File: src/rtl/fsm_escribir_rtc.sv
// Write controller for the RTC multiplexed address/data bus: writes one register group
// (three address/data transactions) and then the command register that commits it.
module fsm_escribir_rtc #(
  parameter int unsigned T_ESPERA = 2,
  parameter int unsigned T_PULSO  = 4
) (
  input  logic       i_clk,
  input  logic       i_reset,
  input  logic       i_do_it_escribir,
  input  logic [1:0] i_sel_grupo,
  input  logic [7:0] i_dato_reg,
  output logic [3:0] o_reg_idx,
  output logic       o_a_d,
  output logic       o_cs,
  output logic       o_rd,
  output logic       o_wr,
  output logic [7:0] o_bus_out,
  output logic       o_buffer_activo,
  output logic       o_ocupado,
  output logic       o_listo
);

  localparam int unsigned CntMax = (T_ESPERA > T_PULSO) ? T_ESPERA : T_PULSO;
  localparam int unsigned CntW   = (CntMax > 1) ? $clog2(CntMax) : 1;
  localparam logic [CntW-1:0] FinE = CntW'(T_ESPERA - 1);
  localparam logic [CntW-1:0] FinP = CntW'(T_PULSO - 1);

  localparam logic [3:0] IdxComando = 4'd9;
  localparam logic [7:0] CmdFechaHora = 8'hF1;
  localparam logic [7:0] CmdTimer     = 8'hF2;

  typedef enum logic [2:0] {
    StIdle,
    StAddrSetup,
    StAddrStrobe,
    StAddrHold,
    StDataSetup,
    StDataStrobe,
    StDataHold,
    StGap
  } state_t;

  state_t          r_state;
  logic [CntW-1:0] r_cnt;
  logic [1:0]      r_txn;
  logic [1:0]      r_grupo;
  logic            r_prev;
  logic [3:0]      r_reg_idx;
  logic            r_a_d;
  logic            r_cs;
  logic            r_wr;
  logic [7:0]      r_bus;
  logic            r_buf;
  logic            r_ocupado;
  logic            r_listo;

  logic            w_start;
  logic            w_fin_e;
  logic            w_fin_p;
  logic [1:0]      w_txn_next;
  logic [3:0]      w_idx_first;
  logic [3:0]      w_idx_next;
  logic [7:0]      w_dato;

  // Register visited by transaction txn of a group; the fourth is always the command.
  function automatic logic [3:0] f_reg_idx(input logic [1:0] grupo, input logic [1:0] txn);
    logic [3:0] base;
    case (grupo)
      2'd0:    base = 4'd3;
      2'd1:    base = 4'd0;
      default: base = 4'd6;
    endcase
    return (txn == 2'd3) ? IdxComando : base + {2'b00, txn};
  endfunction

  function automatic logic [7:0] f_addr(input logic [3:0] idx);
    case (idx)
      4'd0:    return 8'h21;
      4'd1:    return 8'h22;
      4'd2:    return 8'h23;
      4'd3:    return 8'h24;
      4'd4:    return 8'h25;
      4'd5:    return 8'h26;
      4'd6:    return 8'h41;
      4'd7:    return 8'h42;
      4'd8:    return 8'h43;
      default: return 8'hF0;
    endcase
  endfunction

  assign w_start = (r_state == StIdle) && i_do_it_escribir && !r_prev &&
                   (i_sel_grupo != 2'd3);
  assign w_fin_e     = (r_cnt == FinE);
  assign w_fin_p     = (r_cnt == FinP);
  assign w_txn_next  = r_txn + 2'd1;
  assign w_idx_first = f_reg_idx(i_sel_grupo, 2'd0);
  assign w_idx_next  = f_reg_idx(r_grupo, w_txn_next);
  // The command byte depends only on the group; the bank value is ignored there.
  assign w_dato = (r_reg_idx == IdxComando) ?
                  ((r_grupo == 2'd2) ? CmdTimer : CmdFechaHora) : i_dato_reg;

  always_ff @(posedge i_clk or posedge i_reset) begin
    if (i_reset) begin
      r_state   <= StIdle;
      r_cnt     <= '0;
      r_txn     <= 2'd0;
      r_grupo   <= 2'd0;
      r_prev    <= 1'b1;
      r_reg_idx <= 4'd0;
      r_a_d     <= 1'b1;
      r_cs      <= 1'b1;
      r_wr      <= 1'b1;
      r_bus     <= 8'h00;
      r_buf     <= 1'b0;
      r_ocupado <= 1'b0;
      r_listo   <= 1'b0;
    end else begin
      r_prev  <= i_do_it_escribir;
      r_listo <= 1'b0;
      unique case (r_state)
        StIdle: begin
          if (w_start) begin
            r_state   <= StAddrSetup;
            r_grupo   <= i_sel_grupo;
            r_txn     <= 2'd0;
            r_cnt     <= '0;
            r_ocupado <= 1'b1;
            r_reg_idx <= w_idx_first;
            r_bus     <= f_addr(w_idx_first);
            r_cs      <= 1'b0;
            r_a_d     <= 1'b0;
            r_wr      <= 1'b1;
            r_buf     <= 1'b1;
          end
        end
        StAddrSetup: begin
          if (w_fin_e) begin
            r_state <= StAddrStrobe;
            r_cnt   <= '0;
            r_wr    <= 1'b0;
          end else begin
            r_cnt <= r_cnt + CntW'(1);
          end
        end
        StAddrStrobe: begin
          if (w_fin_p) begin
            r_state <= StAddrHold;
            r_cnt   <= '0;
            r_wr    <= 1'b1;
          end else begin
            r_cnt <= r_cnt + CntW'(1);
          end
        end
        StAddrHold: begin
          if (w_fin_e) begin
            // r_bus doubles as the captured data byte until the gap.
            r_state <= StDataSetup;
            r_cnt   <= '0;
            r_a_d   <= 1'b1;
            r_bus   <= w_dato;
          end else begin
            r_cnt <= r_cnt + CntW'(1);
          end
        end
        StDataSetup: begin
          if (w_fin_e) begin
            r_state <= StDataStrobe;
            r_cnt   <= '0;
            r_wr    <= 1'b0;
          end else begin
            r_cnt <= r_cnt + CntW'(1);
          end
        end
        StDataStrobe: begin
          if (w_fin_p) begin
            r_state <= StDataHold;
            r_cnt   <= '0;
            r_wr    <= 1'b1;
          end else begin
            r_cnt <= r_cnt + CntW'(1);
          end
        end
        StDataHold: begin
          if (w_fin_e) begin
            r_state <= StGap;
            r_cnt   <= '0;
            r_cs    <= 1'b1;
            r_buf   <= 1'b0;
            r_a_d   <= 1'b1;
            r_bus   <= 8'h00;
          end else begin
            r_cnt <= r_cnt + CntW'(1);
          end
        end
        StGap: begin
          if (r_txn == 2'd3) begin
            r_state   <= StIdle;
            r_ocupado <= 1'b0;
            r_listo   <= 1'b1;
          end else begin
            r_state   <= StAddrSetup;
            r_txn     <= w_txn_next;
            r_cnt     <= '0;
            r_reg_idx <= w_idx_next;
            r_bus     <= f_addr(w_idx_next);
            r_cs      <= 1'b0;
            r_a_d     <= 1'b0;
            r_buf     <= 1'b1;
          end
        end
      endcase
    end
  end

  assign o_reg_idx       = r_reg_idx;
  assign o_a_d           = r_a_d;
  assign o_cs            = r_cs;
  assign o_rd            = 1'b1;
  assign o_wr            = r_wr;
  assign o_bus_out       = r_bus;
  assign o_buffer_activo = r_buf;
  assign o_ocupado       = r_ocupado;
  assign o_listo         = r_listo;

endmodule
File: config.mk
export PLATFORM = sky130hd
export DESIGN_NAME = fsm_escribir_rtc
export DESIGN_NICKNAME = d
export VERILOG_FILES = /design/src/rtl/fsm_escribir_rtc.sv
export SDC_FILE = /design/constraint.sdc
export NUM_CORES = 1
export LEC_CHECK = 0
export ABC_CLOCK_PERIOD_IN_PS = 2200
export CORE_UTILIZATION = 35
export CTS_BUF_LIST = sky130_fd_sc_hd__clkbuf_2 sky130_fd_sc_hd__clkbuf_4 sky130_fd_sc_hd__clkbuf_8
export DETAILED_ROUTE_END_ITERATION = 8
export PLACE_DENSITY = 0.6
export RECOVER_POWER = 100
export SLEW_MARGIN = 25
export SYNTH_ARGS = -nofsm -noshare
export SYNTH_HDL_FRONTEND = slang
export SYNTH_SLANG_ARGS = --single-unit
File: constraint.sdc
create_clock -name i_clk -period 2.2 [get_ports i_clk]
set_input_delay 0.44 -clock i_clk [delete_from_list [all_inputs] [get_ports i_clk]]
set_output_delay 0.44 -clock i_clk [all_outputs]
set_load 0.02 [all_outputs]
==> results of run 1 <==
==> layout make-up <==
class,instances,area [um2],area share
Timing Repair Buffer,50,435.4,0.1840
Tap cell,67,83.83,0.03543
Inverter,15,56.30,0.02380
Sequential cell,28,705.7,0.2983
Clock buffer,4,48.80,0.02062
Multi-Input combinational cell,156,1036,0.4379
==> worst register-to-register path, cell delays in order, from the launching register on <==
cell,delay (ns)
dfrtp_1,0.44
ha_4,0.27
xnor2_2,0.12
ha_1,0.31
nor2b_4,0.15
ha_1,0.27
mux2_4,0.27
a32oi_1,0.18
o21ai_1,0.08
==> sequential cells by signal, summed over array words and instances, names as in the netlist <==
signal / count
o_bus_out: 8
r_txn: 2
r_prev: 1
o_listo: 1
r_cnt: 2
o_wr: 1
o_ocupado: 1
r_state: 3
o_buffer_activo: 1
r_grupo: 2
o_a_d: 1
o_reg_idx: 4
o_cs: 1
==> through the flow <==
step	TNS (ns)	worst slack [ns]	instance area, um2	total power, mW
detailed placement	-0.04748	-0.04748	2250	3.317
finish	0	0.003631	2366	3.996
CTS	-0.004412	-0.004412	2323	3.770
floorplan	0	0.02672	1800	2.492
global route	-0.3430	-0.1012	2366	4.347
global placement	0	0.03802	2250	3.282
==> routing by layer <==
| metal | global-route usage | share of wire | vias to the layer above | routed length (um) |
|---|---|---|---|---|
| li1 | - | - | 817 | - |
| met3 | 0.01646 | 0.030 | 4 | 134 |
| met5 | 0 | 0 | - | 0 |
| met2 | 0.2870 | 0.45 | 31 | 2036 |
| met4 | 0.05342 | 0.011 | 0 | 49 |
| met1 | 0.2647 | 0.51 | 740 | 2291 |
==> repair_timing <==
action | 4_1_cts | 5_1_grt
setup endpoints to repair | 3 | 4
gates resized for setup | 3 | 10
pin swaps | 5 | 4
buffers inserted | 2 | 2
==> worst paths after layout <==
kind                            slack [ns]      endpoint    startpoint  cells after the start
worst max-delay path                 0.004  o_bus_out[1]      r_txn[1]                      8
max in group asynchronous             0.42      r_txn[0]       i_reset                      3
worst min-delay path                  0.48  o_bus_out[7]  o_bus_out[7]                      2
min in group asynchronous             0.62      r_cnt[0]       i_reset                      2
worst max register to register       0.004  o_bus_out[1]      r_txn[1]                      8
worst min register to register        0.48  o_bus_out[7]  o_bus_out[7]                      2
==> cells in the mapped netlist, drive strengths merged, types with 2 or more instances <==
| master | number |
|---|---|
| inv | 15 |
| mux2i | 3 |
| nand3 | 9 |
| dfrtp | 24 |
| nor2 | 18 |
| clkbuf | 6 |
| nand2 | 25 |
| a22o | 2 |
| a21oi | 10 |
| ha | 10 |
| o21ai | 28 |
| nor3b | 3 |
| or2 | 3 |
| a31oi | 2 |
| o22ai | 3 |
| nand2b | 8 |
| buf | 6 |
| o21a | 4 |
| nor2b | 4 |
| dfstp | 4 |
| a32oi | 2 |
==> cells by family (layout without fill, tap and decap cells) <==
family                   after synthesis  after routing  share of synthesized area
AO/OA/AOI/OAI                         65             65                     0.2270
XOR/XNOR                               1              1                   0.004920
adder cells (fa/ha/maj)               10             10                    0.07027
buffers and inverters                 27             69                    0.06957
flip-flops                            28             28                     0.3963
multiplexers                           4              4                    0.02319
other                                  1              1                   0.002106
AND/OR/NAND/NOR                       75             75                     0.2066
==> power by group <==
group / leakage (nW) / switching [mW] / internal [mW] / total [mW]
sequential: 0.336 / 0.150 / 0.737 / 0.887
combinational: 0.678 / 1.44 / 1.36 / 2.80
clock: 0.0262 / 0.170 / 0.142 / 0.313
==> impl_metrics.toml, run 1 <==
[die]
die_area_um2 = 5377
core_um2 = 4817
num_rows = 25
die_w_um = 73.33
start_util = 0.3696
ios = 32
fp.dieH_um = 73.33

[synthesis]
syn-num-nets = 234
yosysUniqueCellTypes = 46
synth_area_um2 = 1780
synth_area_per_cell_um2 = 8.438
netlist_top_cells_area = "dfrtp_1 34%, o21ai_0 7.3%, ha_1 7.0%"
yosysSeqAreaShare = 0.3963
ys.warnings.count = 0
synth_cells = 211
synthArstFlopShare = 1.000
netlist.area_leader.share = 0.3373
ys_ff_latch = 28
synth-main-ff-cell = "dfrtp_1"
synth_edf_count = 0
yosys.area.top_type = "dfrtp_1"

[drt]
avgViaCountPerCell = 4.975
ant_nets = 0
drt-wirelength-per-cell_um = 14.10
num_vias = 1592
drt_iter0_markers = 98
firstDrtPassIters = 4
drc_errors = 0
routed_wl_um = 4511

[worst_setup_path]
slowest_delay_ns = 0.44
critPathKind = "reg -> reg"
slowest_stage = "dfrtp_1"
worstPathMaxFanout = 4
end_kind = "flop"
cpMostUsedCell = "ha_1"
cp.required_ns = 2.37
worstSetupStartpointType = "flop"
path_delay_family = "adder cells"
critPathBufInv = 0
arrival_ns = 2.36
cp_cell_sequence = "ha_4 > xnor2_2 > ha_1 > nor2b_4 > ha_1 > mux2_4 > a32oi_1 > o21ai_1"

[sta]
finClkSkew_ns = 0.002284
whs_ns = 0.4799
fmax_ghz = 0.4553
period_needed_ns = 2.196
fin_crit_sh = 0.9983
max-slew-margin-rel = 0.4146
slew_viol_final = 0
worst_slew_pin_slew_ns = 0.8781
setup_viol = 0
hold_viol_final = 0
rsz0062_at_grt = "yes"

[placed_design]
gp_congestion = 0.8241
place.port_buffers = 30
dp_hpwl_um = 3316
post-place-cells = 312

[power]
powerDensity_nw_per_um2 = 1689
leakage_nw = 1.040
ir_worst_vdd_uv = 771.5

[global_route]
grt-ovfl-total = 0
grt_pass1_vias = 1541
grt_max_degree = 20
antenna_found_initial = 0
track_usage = 0.1817
grt_pass1_wl_um = 7514

[outcome]
status = "complete, no violations"

[layout]
layout_common_cells = "25 x o21ai_0, 25 x nand2_1, 24 x dfrtp_1"
final_util = 0.4912
drive_gt1_frac = 0.1700
syn_to_final_growth_pct = 32.89
final_nets = 277
final_cells = 320
fill_cells = 482
diodes = 0

[clock_network]
cts-buffers-inserted = 3
cts_root_buffer = "clkbuf_8"
clkSlewWorstSetupHoldPaths_ns = 0.10
clk_path_buf_depth = 2
cts_tree = "yes"
clock_sinks = 28
postCtsHoldBufs = 0
clkLatencyLatePin_ns = 0.27
cts-htree-levels = 1

[hold_path]
hp-class = "reg -> reg"

[flow_run]
cap_violations = 0
Power figures use the tool's default switching activity.
==> inputs of run 2 (changes only) <==
ABC_AREA = 1   (was default)
==> run 2 against run 1 <==
  * Non-clock buffer count fell by 13
  * Cell area fell by 7.3%
  * Critical path type unchanged
  * Via count fell by 6.0%
  * Register-to-register slack improved by 0.20 ns
  * Cell count rose by 2.5%
  * Critical path depth did not move
  * First-iteration DRC count fell by 21%
  * Hold slack improved by 0.0019 ns
  * Clock skew rose by 0.0017 ns
==> impl_metrics.toml, run 2 <==
[synthesis]
ys_ff_latch = 28
synth-main-ff-cell = "dfrtp_1"
yosysSeqAreaShare = 0.4060
ys.warnings.count = 0
netlist.area_leader.share = 0.3456
synthArstFlopShare = 1.000
synth_edf_count = 0
synth.most_common_cell = "nand2_1"
synth_area_um2 = 1738
syn-num-nets = 246
netlist_top_cells_area = "dfrtp_1 35%, nand2_1 13%, ha_1 7.2%"
ys_top_cells_by_count = "61 x nand2_1, 28 x inv_1, 24 x dfrtp_1"
yosys.area.top_type = "dfrtp_1"
synth_cells = 223
synth_area_per_cell_um2 = 7.793
yosysUniqueCellTypes = 32

[flow_run]
cap_violations = 0

[sta]
finClkSkew_ns = 0.004012
fmax_ghz = 0.5009
max-slew-margin-rel = 0.5331
hold_viol_final = 0
slew_viol_final = 0
fin_crit_sh = 0.9075
period_needed_ns = 1.997
setup_viol = 0
worst_slew_pin_slew_ns = 0.7004
finalWorstSetupSlack_ns = 0.2035

[clock_network]
clk_path_buf_depth = 2
cts-buffers-inserted = 3
clkLatencyLatePin_ns = 0.28
clkSlewWorstSetupHoldPaths_ns = 0.10
postCtsHoldBufs = 0
cts-htree-levels = 1
cts_root_buffer = "clkbuf_8"
cts_tree = "yes"
clock_sinks = 28

[global_route]
grt_pass1_vias = 1458
grt_pass1_wl_um = 6479
grt-ovfl-total = 0
track_usage = 0.1601
grt_max_degree = 29
antenna_found_initial = 0

[placed_design]
dp_slack_ns = -0.01092
dpl_cell_area_um2 = 2133
gp_congestion = 0.8650
place.port_buffers = 30
dp_hpwl_um = 2957

[die]
ios = 32
fp.dieH_um = 72.47
die_w_um = 72.47
die_area_um2 = 5251
num_rows = 25
core_um2 = 4755
start_util = 0.3655

[layout]
drive_gt1_frac = 0.1418
multi_input_area_um2 = 875.8
layout_common_cells = "61 x nand2_1, 27 x inv_1, 24 x dfrtp_1"
fin_area_um2 = 2193
fill_cells = 493
diodes = 0
final_util = 0.4613
syn_to_final_growth_pct = 26.21
largest_reg_flops = 8
regArea_um2 = 705.7
final_nets = 285
final_common_cell = "nand2_1"

[hold_path]
hp-class = "reg -> reg"

[worst_setup_path]
worstPathMaxFanout = 7
end_kind = "flop"
worstSetupStartpointType = "flop"
critPathKind = "reg -> reg"
cp.required_ns = 2.41
arrival_ns = 2.20

[outcome]
status = "complete, no violations"

[drt]
num_vias = 1497
drc_errors = 0
avgViaCountPerCell = 4.564
ant_nets = 0
drt-wirelength-per-cell_um = 11.90
routed_wl_um = 3904
firstDrtPassIters = 4
drt_iter0_markers = 77

[power]
p_total_mw = 3.752
powerDensity_nw_per_um2 = 1711
ir_worst_vdd_uv = 732.6
leakage_nw = 1.094
==> run 2: through the flow <==
stage | instances | setup TNS (ns) | hold WS [ns]
final | 328 | 0 | 0.4818
after global routing | 328 | -0.002488 | 0.5128
after CTS | 327 | 0 | 0.4868
after detailed placement | 322 | -0.01092 | 0.4700
after global placement | 322 | 0 | 0.4667
after floorplan | 223 | 0 | 0.4445
==> run 2: per-layer routing <==
metal | vias to the layer above | track usage | part of all wire
met4 | 0 | 0.05882 | 0.014
met3 | 6 | 0.01944 | 0.035
li1 | 782 | - | -
met2 | 32 | 0.2586 | 0.43
met1 | 677 | 0.2203 | 0.52
met5 | - | 0 | 0
==> run 2: layout make-up <==
class	count	share of cell area
well taps	67	0.03822
multi-input cells	158	0.3993
flip-flops and latches	28	0.3217
repair buffers	37	0.1563
clock buffers	4	0.02510
inverters	34	0.05933
==> run 2: logic make-up after synthesis <==
family / share of synthesized area
buf+inv: 0.08999
other cells: 0.002158
simple gates: 0.3175
fa+ha+maj: 0.07199
flops: 0.4060
compound gates: 0.1022
xor+xnor: 0.01008
==> run 2: path summary, 6_finish.rpt <==
path,startpoint,end,slack (ns),cells after the start
worst max-delay path,r_state[1],o_reg_idx[1],0.20,8
worst min-delay path,o_bus_out[5],o_bus_out[5],0.48,2
worst max register to register,r_state[1],o_reg_idx[1],0.20,8
worst min register to register,o_bus_out[5],o_bus_out[5],0.48,2
max in group asynchronous,i_reset,r_grupo[1],0.98,3
min in group asynchronous,i_reset,o_buffer_activo,0.78,3
==> run 2: worst max-delay path: stages, from the launching register on <==
cell	delay, ns
dfrtp_1	0.58
inv_4	0.10
nor2_4	0.19
inv_1	0.16
nor2_1	0.33
inv_1	0.15
nand2_1	0.17
o21ai_0	0.09
a21oi_1	0.13
==> run 2: what timing repair did <==
item	4_1_cts	5_1_grt
setup buffers	1	1
gates resized for setup	1	10
endpoints found under the setup margin	1	5
pin swaps	0	1
==> run 2: report_power, final <==
group / switching [mW] / internal [mW]
logic: 1.50 / 0.946
clock network: 0.177 / 0.161
registers: 0.191 / 0.777
